--- config.mk ---
export PLATFORM = sky130hd
export DESIGN_NAME = alu_result_select_pipe
export DESIGN_NICKNAME = d
export VERILOG_FILES = /design/src/rtl/alu_pkg.sv /design/src/rtl/alu_skid_buf.sv /design/src/rtl/alu_result_select_pipe.sv
export SDC_FILE = /design/constraint.sdc
export NUM_CORES = 1
export LEC_CHECK = 0
export BUFFER_PORTS_ARGS = -buffer_cell sky130_fd_sc_hd__buf_2
export CAP_MARGIN = 20
export CORE_ASPECT_RATIO = 1.5
export CORE_MARGIN = 2
export CORE_UTILIZATION = 49
export CTS_BUF_LIST = sky130_fd_sc_hd__clkbuf_8
export DETAILED_ROUTE_END_ITERATION = 8
export PLACE_DENSITY = 0.82
export SKIP_LAST_GASP = 1
export SLEW_MARGIN = 0
export SYNTH_ARGS = -nofsm -noshare
export SYNTH_HDL_FRONTEND = slang
export SYNTH_SLANG_ARGS = --single-unit
export TNS_END_PERCENT = 100
--- constraint.sdc ---
create_clock -name clk -period 2 [get_ports clk]
set_clock_uncertainty 0.1 [all_clocks]
set_input_delay 0.1 -clock clk [delete_from_list [all_inputs] [get_ports clk]]
set_output_delay 0.1 -clock clk [all_outputs]
set_load 0.1 [all_outputs]
--- src/rtl/alu_pkg.sv ---
// alu_pkg: shared definitions for the ALU result-select pipeline.
//   - Function-code localparams matching the Mini_ALU operation order.
//   - alu_flags_t: flag bundle that travels with each result.
//   - skid_state_t: occupancy states of the 2-entry skid buffer.
//   - clamp_fn(): maps a function code onto a valid result index.
package alu_pkg;

  localparam int FN_A     = 0;
  localparam int FN_B     = 1;
  localparam int FN_NEG_A = 2;
  localparam int FN_NEG_B = 3;
  localparam int FN_GE    = 4;
  localparam int FN_XOR   = 5;
  localparam int FN_ADD   = 6;
  localparam int FN_SUB   = 7;

  typedef struct packed {
    logic overflow;
    logic zero;
    logic bad_fn;
  } alu_flags_t;

  localparam int FLAGS_W = $bits(alu_flags_t);

  typedef enum logic [1:0] {
    SKID_EMPTY = 2'd0,
    SKID_ONE   = 2'd1,
    SKID_TWO   = 2'd2
  } skid_state_t;

  // Index used for an illegal func. Normally the ADD slot; if a narrow
  // configuration has no ADD slot, fall back to the highest valid slot.
  function automatic int clamp_fn(input int fn, input int num_fn);
    return (fn < num_fn) ? fn : num_fn - 1;
  endfunction

endpackage

--- src/rtl/alu_skid_buf.sv ---
// alu_skid_buf: generic 2-entry valid/ready skid buffer.
//   clk       in   rising-edge clock
//   rst       in   asynchronous active-high reset (drops all held data)
//   in_data   in   DW-bit payload from upstream
//   in_valid  in   upstream payload valid
//   in_ready  out  buffer can accept; driven straight from a flop
//   out_data  out  DW-bit payload to downstream (zero after reset)
//   out_valid out  output stage holds data
//   out_ready in   downstream accepts
// The output stage is the primary register; the skid register only fills
// when a beat is accepted while the output stage is stalled. in_ready is a
// registered function of the next state, so out_ready never reaches
// in_ready combinationally.
module alu_skid_buf #(
  parameter int DW = 8
) (
  input  logic          clk,
  input  logic          rst,
  input  logic [DW-1:0] in_data,
  input  logic          in_valid,
  output logic          in_ready,
  output logic [DW-1:0] out_data,
  output logic          out_valid,
  input  logic          out_ready
);
  import alu_pkg::*;

  skid_state_t   state_q;
  skid_state_t   state_nxt;
  logic          in_ready_q;
  logic [DW-1:0] out_data_p1;
  logic [DW-1:0] skid_data_p1;
  logic          accept;
  logic          drain;
  logic          load_out_in;
  logic          load_out_skid;
  logic          load_skid;

  assign accept    = in_valid & in_ready_q;
  assign out_valid = (state_q != SKID_EMPTY);
  assign drain     = out_valid & out_ready;
  assign in_ready  = in_ready_q;
  assign out_data  = out_data_p1;

  always_comb begin
    state_nxt     = state_q;
    load_out_in   = 1'b0;
    load_out_skid = 1'b0;
    load_skid     = 1'b0;
    case (state_q)
      SKID_EMPTY: begin
        if (accept) begin
          load_out_in = 1'b1;
          state_nxt   = SKID_ONE;
        end
      end
      SKID_ONE: begin
        if (accept && drain) begin
          load_out_in = 1'b1;
        end else if (accept) begin
          load_skid = 1'b1;
          state_nxt = SKID_TWO;
        end else if (drain) begin
          state_nxt = SKID_EMPTY;
        end
      end
      SKID_TWO: begin
        // in_ready is low here, so no accept can coincide with the drain.
        if (drain) begin
          load_out_skid = 1'b1;
          state_nxt     = SKID_ONE;
        end
      end
      default: state_nxt = SKID_EMPTY;
    endcase
  end

  always_ff @(posedge clk or posedge rst) begin
    if (rst) begin
      state_q    <= SKID_EMPTY;
      in_ready_q <= 1'b1;
    end else begin
      state_q    <= state_nxt;
      in_ready_q <= (state_nxt != SKID_TWO);
    end
  end

  // ---- stage p1: output register (cleared on reset so the idle output is zero)
  always_ff @(posedge clk or posedge rst) begin
    if (rst) begin
      out_data_p1 <= '0;
    end else if (load_out_in) begin
      out_data_p1 <= in_data;
    end else if (load_out_skid) begin
      out_data_p1 <= skid_data_p1;
    end
  end

  always_ff @(posedge clk) begin
    if (load_skid) begin
      skid_data_p1 <= in_data;
    end
  end

endmodule

--- src/rtl/alu_result_select_pipe.sv ---
// alu_result_select_pipe: pipelined ALU result selector.
// Selects one of NUM_FN operation results by func, derives overflow, zero
// and illegal-func flags, and registers them behind a 2-entry skid buffer.
// Ports:
//   clk        in   rising-edge clock
//   rst        in   asynchronous active-high reset
//   res_bus    in   NUM_FN*WIDTH, result k at [k*WIDTH +: WIDTH]
//   of_add     in   overflow of A+B
//   of_sub     in   overflow of A-B
//   func       in   FN_W operation select
//   in_valid   in   upstream data valid
//   in_ready   out  block can accept (registered)
//   out_valid  out  result/flags valid
//   out_ready  in   downstream accepts
//   result     out  WIDTH selected result
//   overflow   out  overflow for this result
//   zero       out  result == 0
//   bad_fn     out  func >= NUM_FN was presented
//   sticky_clr in   clear sticky_of (only with STICKY_OF_EN)
//   sticky_of  out  accumulated overflow (only with STICKY_OF_EN, else 0)
// Build option: define STICKY_OF_EN to add the sticky overflow flop.
module alu_result_select_pipe
  import alu_pkg::*;
#(
  parameter int WIDTH  = 6,
  parameter int NUM_FN = 8,
  parameter int FN_W   = 3,
  parameter int ADD_FN = FN_ADD,
  parameter int SUB_FN = FN_SUB
) (
  input  logic                    clk,
  input  logic                    rst,
  input  logic [NUM_FN*WIDTH-1:0] res_bus,
  input  logic                    of_add,
  input  logic                    of_sub,
  input  logic [FN_W-1:0]         func,
  input  logic                    in_valid,
  output logic                    in_ready,
  output logic                    out_valid,
  input  logic                    out_ready,
  output logic [WIDTH-1:0]        result,
  output logic                    overflow,
  output logic                    zero,
  output logic                    bad_fn,
  input  logic                    sticky_clr,
  output logic                    sticky_of
);

  localparam int DW      = WIDTH + FLAGS_W;
  localparam int BAD_IDX = clamp_fn(ADD_FN, NUM_FN);
  localparam bit ADD_OK  = (ADD_FN < NUM_FN);
  localparam bit SUB_OK  = (SUB_FN < NUM_FN);

  logic             fn_ok_p0;
  logic [WIDTH-1:0] sel_p0;
  alu_flags_t       flags_p0;
  logic [DW-1:0]    out_data_p1;
  alu_flags_t       flags_p1;

  // ---- stage p0: combinational select and flag derivation
  always_comb begin
    fn_ok_p0 = ({1'b0, func} < (FN_W+1)'(NUM_FN));
    sel_p0   = res_bus[BAD_IDX*WIDTH +: WIDTH];
    for (int k = 0; k < NUM_FN; k++) begin
      if (func == FN_W'(k)) begin
        sel_p0 = res_bus[k*WIDTH +: WIDTH];
      end
    end
    flags_p0.overflow = 1'b0;
    if (ADD_OK && fn_ok_p0 && (func == FN_W'(ADD_FN))) begin
      flags_p0.overflow = of_add;
    end else if (SUB_OK && fn_ok_p0 && (func == FN_W'(SUB_FN))) begin
      flags_p0.overflow = of_sub;
    end
    flags_p0.zero   = (sel_p0 == '0);
    flags_p0.bad_fn = ~fn_ok_p0;
  end

  // ---- stage p1: skid-buffered output register
  alu_skid_buf #(
    .DW(DW)
  ) u_skid (
    .clk      (clk),
    .rst      (rst),
    .in_data  ({sel_p0, flags_p0}),
    .in_valid (in_valid),
    .in_ready (in_ready),
    .out_data (out_data_p1),
    .out_valid(out_valid),
    .out_ready(out_ready)
  );

  assign result   = out_data_p1[DW-1 -: WIDTH];
  assign flags_p1 = alu_flags_t'(out_data_p1[FLAGS_W-1:0]);
  assign overflow = flags_p1.overflow;
  assign zero     = flags_p1.zero;
  assign bad_fn   = flags_p1.bad_fn;

`ifdef STICKY_OF_EN
  logic sticky_q;

  // A set (overflow beat leaving the block) takes priority over a clear.
  always_ff @(posedge clk or posedge rst) begin
    if (rst) begin
      sticky_q <= 1'b0;
    end else if (out_valid && out_ready && flags_p1.overflow) begin
      sticky_q <= 1'b1;
    end else if (sticky_clr) begin
      sticky_q <= 1'b0;
    end
  end

  assign sticky_of = sticky_q;
`else
  logic sticky_clr_unused;

  assign sticky_clr_unused = sticky_clr;
  assign sticky_of         = 1'b0;
`endif

endmodule
==> results of run 1 <==
state kept, by name, summed over array words and instances (netlist names):
register,cells
u_skid.out_data,8
u_skid.skid_data_p1,8
u_skid.state_q,2
u_skid.in_ready,1
worst min-delay path, delay by kind of cell:
family                 cells  cell delay [ns]
and+or+nand+nor            2             0.16
buffers and inverters      1             0.11
through the flow:
step                      cells  utilization  TNS [ns]
after detailed placement    297        0.648    -0.196
after global routing        302        0.665         0
after CTS                   302        0.665         0
after floorplan             188            -         0
after global placement      297        0.648   -0.0704
final                       302        0.665         0
worst paths after layout:
kind,endpoint,cells after the start
setup reg to reg,u_skid.out_data[8],4
max in group asynchronous,u_skid.in_ready,3
hold reg to reg,u_skid.out_data[8],1
setup / recovery,u_skid.out_data[1],7
hold / removal,u_skid.in_ready,3
min in group asynchronous,u_skid.out_data[5],3
power by group through the flow:
stage / Clock (mW) / Combinational (mW) / Sequential [mW]
2_1_floorplan: 0 / 0.449 / 1.15
3_3_place_gp: 0 / 1.24 / 0.592
3_5_place_dp: 0 / 1.26 / 0.596
4_1_cts: 0.270 / 1.26 / 0.588
5_1_grt: 0.276 / 1.32 / 0.599
6_report: 0.263 / 1.26 / 0.586
synthesized netlist by cell type (all sizes together), types with 7 or more instances:
library cell and number:
a211oi 7, a21oi 10, a31oi 9, buf 10, dfrtp 10, edfxtp 8, inv 7, mux2i 12
nand2 22, nand2b 7, nor2 16, nor3 9
area by class of cell:
cell class,instances,share of cell area
multi-input combinational,147,0.459
tap,40,0.0241
clock inverter,1,0.00180
sequential,19,0.250
timing repair buffer,84,0.231
clock buffer,3,0.0198
inverter,8,0.0144
layout by cell type, fill, tap and decap left out, drive strengths merged, types with 4 or more instances in the layout:
cell type	instances
nand2	22
nand3	4
buf	83
inv	8
edfxtp	8
nor2	16
a211oi	7
dfrtp	10
o31ai	4
mux2i	12
nor3	9
nand2b	7
a21oi	10
a31oi	9
nor2b	4
kinds of logic after synthesis:
kind of cell,after synthesis
AOI/OAI and AO/OA,54
xor gates and xnor gates,1
buffers and inverters,22
DFF,19
muxes,15
other,1
and+or+nand+nor,75
per-layer routing:
metal | global-route usage | wire length [µm] | vias up
li1 | - | - | 841
met3 | 0.0163 | 178 | 9
met1 | 0.236 | 1550 | 747
met4 | 0.126 | 107 | 0
met2 | 0.442 | 2170 | 63
met5 | 0 | 0 | -
==> impl_metrics.ini, run 1 <==
[sta]
finalHoldViolCount = 0
relSlewSlack = 0.662
timing.fmax_ghz = 0.536
rsz0062_at_grt = false
setup_viol = 0
worst_slack_ns = 0.134
tightest_slew_ns = 0.505
finalCritPeriodShare = 0.933
hold_slack_ns = 0.0208
finalCriticalPeriod_ns = 1.87
slew_violations = 0

[global_route]
grt_pass1_wl_mm = 6.48
grt_max_degree = 22
antenna_found_initial = 0
first_global_vias = 1586
track_usage = 0.228
grt-ovfl-total = 0

[critical_path]
crit_arrival_ns = 1.93
required_ns = 2.07
crit_buf_inv = 1
crit_path_end_kind = flop
cp_top_family = compound AO/OA/AOI/OAI gates
critPathSlowestCell = or4_4
critPathLaunch = func[0]
criticalPathCategory = input pin to flop
critPathMaxStageDelay_ns = 0.57
regToRegSetupSlack_ns = 0.28
cp-start-kind = input pin
rr_startpoint = u_skid.in_ready
path_max_fanout = 13
cp_cell_sequence = buf_2 > mux2i_1 > a22oi_1 > a2111oi_1 > o22ai_1 > or4_4 > o31ai_2

[logic_synthesis]
yosysUniqueCellTypes = 54
yosys.area_share.simple = 0.241
yosysWarnings = 0
synthAdderAreaFrac = 0
ys_ff_latch = 19
synth.area.mux_share = 0.104
async_flop_share = 0.579
synth_flop_cell = dfrtp_1
synth_edf_count = 8
synth_compound_area_frac = 0.241
synth_area_leaders = dfrtp_1 (16%), edfxtp_1 (15%), mux2i_1 (7.5%)
syn_avg_cell_area_um2 = 8.52
synth_xor_area_frac = 0.00549
syn-cell-area_um2 = 1590
synth_top_family_by_area = compound AO/OA/AOI/OAI gates
ys_seq_area_frac = 0.324
synthCells = 187
synth_top_area_frac = 0.157
synth_top_cell_by_area = dfrtp_1

[routing]
vias = 1660
drt-total-wl_mm = 4.01
ant_nets = 0
drt-wirelength-per-cell_um = 13.3
drcViolationCount = 0
viasPerCell = 5.50
drt_iter0_drc = 40
drt_pass1_iterations = 4

[finish]
drive_above_1_share = 0.382
final_area_um2 = 2080
final.fill_count = 283
regArea_um2 = 520
syn_to_final_growth_pct = 30.5
fin_nets = 321
num_antenna_cells = 0
multi_input_area_um2 = 955

[placement]
place_ws_ns = -0.121
port_buffers = 66
gp_congestion = 0.881
place_hpwl_mm = 3.27
post_dp_cell_area_um2 = 2030

[clock_network]
clk_pin_slew_ns = 0.06
cts_root_buffer = clkbuf_8
cts-buffers-inserted = 3
cts_setup_buffers = 0
cts_hold_buf = 1
htreeDepth = 1
cts.path.max_buffers = 2
cts_resized = 0
cts_sinks = 19
clock_latency_ns = 0.26
cts_tree = built

[die]
placeableCoreArea_um2 = 3130
rows = 25
die_y_um = 73.9
start_util = 0.510
dieArea_um2 = 3730
io-pin-count = 70
die_w_um = 50.6

[power]
p_per_area_nw_per_um2 = 1010
p_comb_frac = 0.597
p_int_mw = 0.967
power_switching_mw = 1.14
p_seq_frac = 0.279
p_sw_frac = 0.540
p_leak_nw = 0.970
power_mw = 2.10
ir_drop_mv = 0.841
p_clk_frac = 0.125

[min_path]
min_from = out_ready
hold_class = input pin to flop

[status]
run_status = finished, final reports clean

[run]
maxCapViolCount = 0
Power figures use the tool's default switching activity.
==> run 2, diff against run 1 <==
Settings changed: CORE_UTILIZATION 49 to 48, CTS_BUF_LIST sky130_fd_sc_hd__clkbuf_8 to default, PLACE_DENSITY 0.82 to 0.81.
==> run 2 against run 1 <==
Flip-flop and latch count did not move. Maximum frequency rose by 1.3%. Combinational power barely moved. Non-clock buffer count rose by 4. First-iteration DRC count fell by 13%. Critical path depth did not move. Clock power fell by 2%. Setup slack improved by 0.024 ns. Critical path type unchanged. Highest routed layer unchanged. Largest power group unchanged. Final cell count rose by 1.3%. Critical endpoint is now u_skid.skid_data_p1[1]. Routed wire length fell by 3.4%.
==> impl_metrics.ini, run 2 (synthesis gave the netlist of run 1 again) <==
[clock_network]
cts_sinks = 19
cts_setup_buffers = 0
cts-buffers-inserted = 3
cts_tree = built
clk_pin_slew_ns = 0.07
clock_latency_ns = 0.25
cts_root_buffer = clkbuf_8
cts.path.max_buffers = 2
htreeDepth = 1

[finish]
drive_above_1_share = 0.395
syn_to_final_growth_pct = 32.5
stdcell_count = 306
fin_nets = 325
mostFrequentLayoutCell = buf_2
num_antenna_cells = 0
layout_common_cells = buf_2 (66), nand2_1 (21), buf_4 (20), nor2_1 (15), mux2i_1 (12)

[power]
p_seq_frac = 0.277
p_leak_nw = 0.988
power_switching_mw = 1.13
p_per_area_nw_per_um2 = 995
p_sw_frac = 0.538
p_clk_frac = 0.123
ir_drop_mv = 0.811
power_mw = 2.10
p_int_mw = 0.971
p_comb_frac = 0.600

[die]
die_y_um = 74.6
rows = 25
start_util = 0.505
die_w_um = 51.1
io-pin-count = 70
dieArea_um2 = 3810
placeableCoreArea_um2 = 3160

[critical_path]
crit_arrival_ns = 1.85
rr_startpoint = u_skid.in_ready
required_ns = 2.00
crit_path_end_kind = flop
path_max_fanout = 10
cp-start-kind = input pin
criticalPathCategory = input pin to flop
critPathLaunch = func[0]
regToRegSetupSlack_ns = 0.30

[routing]
drt_iter0_drc = 35
ant_nets = 0
drt_pass1_iterations = 4
drcViolationCount = 0
vias = 1691
drt-wirelength-per-cell_um = 12.7
viasPerCell = 5.53
drt-total-wl_mm = 3.88

[global_route]
track_usage = 0.216
grt_pass1_wl_mm = 6.32
grt_max_degree = 22
grt-ovfl-total = 0
first_global_vias = 1571
antenna_found_initial = 0

[sta]
tightest_slew_ns = 0.536
timing.fmax_ghz = 0.543
rsz0062_at_grt = false
final.setup.tns_ns = 0
setup_viol = 0
finalCriticalPeriod_ns = 1.84
slew_violations = 0
finalHoldViolCount = 0
finalCritPeriodShare = 0.921
relSlewSlack = 0.641

[min_path]
hold_class = input pin to flop
min_from = out_ready

[placement]
port_buffers = 66
gp_congestion = 0.891
dp.cells = 301
place_hpwl_mm = 3.28

[run]
maxCapViolCount = 0

[status]
run_status = finished, final reports clean
[run 2: changes by cell type in the layout (fill, tap and decap cells not counted)]
cell and change:
buf_4 +4, clkinv_2 +1, inv_1 -1
[run 2: critical path, stage by stage]
cell,delay [ns]
buf_2,0.21
mux2i_1,0.22
a22oi_1,0.10
a2111oi_1,0.34
o22ai_1,0.18
or4_4,0.57
nor3_2,0.12
[run 2: power by group through the flow]
stage	clock, mW	sequential (mW)	combinational [mW]
detailed placement	0	0.592	1.26
CTS	0.268	0.584	1.27
floorplan	0	1.15	0.449
global placement	0	0.587	1.25
finish	0.259	0.582	1.26
global route	0.284	0.596	1.34
[run 2: metrics by stage]
stage,instance area (µm²),setup WS (ns),util,hold slack [ns]
final,2110,0.158,0.669,0.0263
after global routing,2110,0.0362,0.669,0.0439
after CTS,2110,0.177,0.669,0.0199
after detailed placement,2060,-0.0851,0.651,0.00336
after global placement,2060,-0.0699,0.651,-0.00253
after floorplan,1610,0.0859,-,-0.148
[run 2: timing repair]
action | CTS | global route
endpoints found under the hold margin | 10 | 0
hold buffers | 1 | 0
resized for setup | 0 | 0
setup endpoints to repair | 0 | 0
[run 2: metal layers]
metal | up-vias | GRT usage | part of all wire
li1 | 849 | - | -
met1 | 773 | 0.236 | 0.39
met2 | 63 | 0.410 | 0.55
met3 | 6 | 0.0120 | 0.042
met4 | 0 | 0.114 | 0.018
met5 | - | 0 | 0
[run 2: area by class of cell]
type,instances,area [µm²]
fill,294,1050
multi-input combinational,147,955
sequential,19,520
timing repair buffer,88,510
tap,40,50.0
clock buffer,3,41.3
inverter,8,30.0
clock inverter,1,5.00
[run 2: worst paths after layout]
check	depth (start not counted)	end
worst max-delay path	7	u_skid.skid_data_p1[1]
worst min-delay path	3	u_skid.in_ready
worst max register to register	4	u_skid.out_data[8]
worst min register to register	2	u_skid.out_data[2]
max in group asynchronous	3	u_skid.in_ready
min in group asynchronous	3	u_skid.out_data[4]
==> run 3, diff against run 2 <==
Settings changed: REMOVE_ABC_BUFFERS from default to 1.
==> run 3 against run 2 <==
Combinational power hardly changed. Clock power about the same. Cell area decreased by 1.5%. Setup slack lost 0.035 ns. Flip-flop and latch count is the same. Sequential power hardly changed. Critical endpoint is now u_skid.out_data[1].
==> impl_metrics.ini, run 3 (synthesis gave the netlist of run 1 again) <==
[routing]
drt_pass1_iterations = 4
drcViolationCount = 0
ant_nets = 0
drt_iter0_drc = 45
route.met3.wl_um = 234
drt-total-wl_mm = 3.80
drt-met1-wl_mm = 1.52
viasPerCell = 5.57
vias = 1689
wl_met2_mm = 1.98
drt-wirelength-per-cell_um = 12.6
top_layer = met4

[die]
die_y_um = 74.6
die_w_um = 51.1
io-pin-count = 70
rows = 25
placeableCoreArea_um2 = 3160
start_util = 0.505
dieArea_um2 = 3810

[sta]
worst_slack_ns = 0.123
finalHoldViolCount = 0
rsz0062_at_grt = false
timing.fmax_ghz = 0.533
slew_violations = 0
hold_slack_ns = 0.0271
finalCritPeriodShare = 0.939
setup_viol = 0
tightest_slew_ns = 0.524
relSlewSlack = 0.649
finalCriticalPeriod_ns = 1.88

[critical_path]
required_ns = 2.07
criticalPathCategory = input pin to flop
path_max_fanout = 16
cp-start-kind = input pin
crit_path_end_kind = flop
crit_arrival_ns = 1.95
ff2ff_path_depth = 4

[clock_network]
cts-buffers-inserted = 3
cts_root_buffer = clkbuf_8
htreeDepth = 1
cts_setup_buffers = 0
clock_latency_ns = 0.25
cts_tree = built
cts.path.max_buffers = 2
cts_sinks = 19
clk_pin_slew_ns = 0.07

[finish]
mostFrequentLayoutCell = buf_2
fin_nets = 322
syn_to_final_growth_pct = 30.5
layout_common_cells = buf_2 (66), nand2_1 (21), buf_4 (17), nor2_1 (15), mux2i_1 (12)
drive_above_1_share = 0.380
stdcell_count = 303
final.fill_count = 298
num_antenna_cells = 0
final_area_um2 = 2080

[placement]
place_ws_ns = -0.143
dp.cells = 298
post_dp_cell_area_um2 = 2020
place_hpwl_mm = 3.16
port_buffers = 66
gp_congestion = 0.863

[power]
p_per_area_nw_per_um2 = 1010
power_mw = 2.09
p_comb_frac = 0.599
ir_drop_mv = 0.832
p_clk_frac = 0.125
power_switching_mw = 1.12
p_seq_frac = 0.277
p_sw_frac = 0.537
p_leak_nw = 0.970
p_int_mw = 0.969

[global_route]
grt_pass1_wl_mm = 6.23
first_global_vias = 1563
antenna_found_initial = 0
grt_max_degree = 24
track_usage = 0.208
grt-ovfl-total = 0

[run]
maxCapViolCount = 0

[status]
run_status = finished, final reports clean

[min_path]
hold_class = input pin to flop
hold_depth = 3
## run 3: path summary, 6_finish.rpt
kind,start,to,slack [ns]
min in group asynchronous,rst,u_skid.out_data[2],0.27
hold / removal,out_ready,u_skid.in_ready,0.03
max in group asynchronous,rst,u_skid.in_ready,1.21
hold reg to reg,u_skid.skid_data_p1[8],u_skid.out_data[8],0.38
setup reg to reg,u_skid.in_ready,u_skid.out_data[8],0.40
setup / recovery,func[0],u_skid.out_data[1],0.12
## run 3: power groups by stage
stage | registers [mW] | clock network, mW | logic [mW]
floorplan | 1.14 | 0 | 0.406
global placement | 0.585 | 0 | 1.24
detailed placement | 0.589 | 0 | 1.25
CTS | 0.581 | 0.270 | 1.26
global route | 0.593 | 0.286 | 1.32
finish | 0.579 | 0.260 | 1.25
## run 3: metal layers
metal	vias to the layer above	track usage
met5	-	0
met4	0	0.0931
met3	8	0.0161
met2	77	0.401
met1	759	0.228
li1	845	-
## run 3: layout make-up
class / instances / area (µm²) / share of cell area
Multi-Input combinational cell: 147 / 950 / 0.457
Clock buffer: 4 / 45.0 / 0.0217
Inverter: 8 / 30.0 / 0.0144
Tap cell: 40 / 50.0 / 0.0241
Sequential cell: 19 / 517 / 0.248
Timing Repair Buffer: 85 / 488 / 0.235
## run 3: what timing repair did
action                                 CTS  global route
endpoints found under the hold margin   10             0
resized for setup                        0             0
hold buffers                             1             0
## run 3: worst max-delay path, cell delays in order
cell       delay (ns)
buf_2            0.27
mux2i_1          0.22
a22oi_1          0.10
a2111oi_1        0.32
o22ai_1          0.19
or4_4            0.57
o31ai_2          0.18
## run 3: through the flow
step | TNS (ns) | util
6_report | 0 | 0.658
5_1_grt | 0 | 0.658
4_1_cts | 0 | 0.658
3_5_place_dp | -0.258 | 0.641
3_3_place_gp | -0.193 | 0.641
2_1_floorplan | -1.90 | -
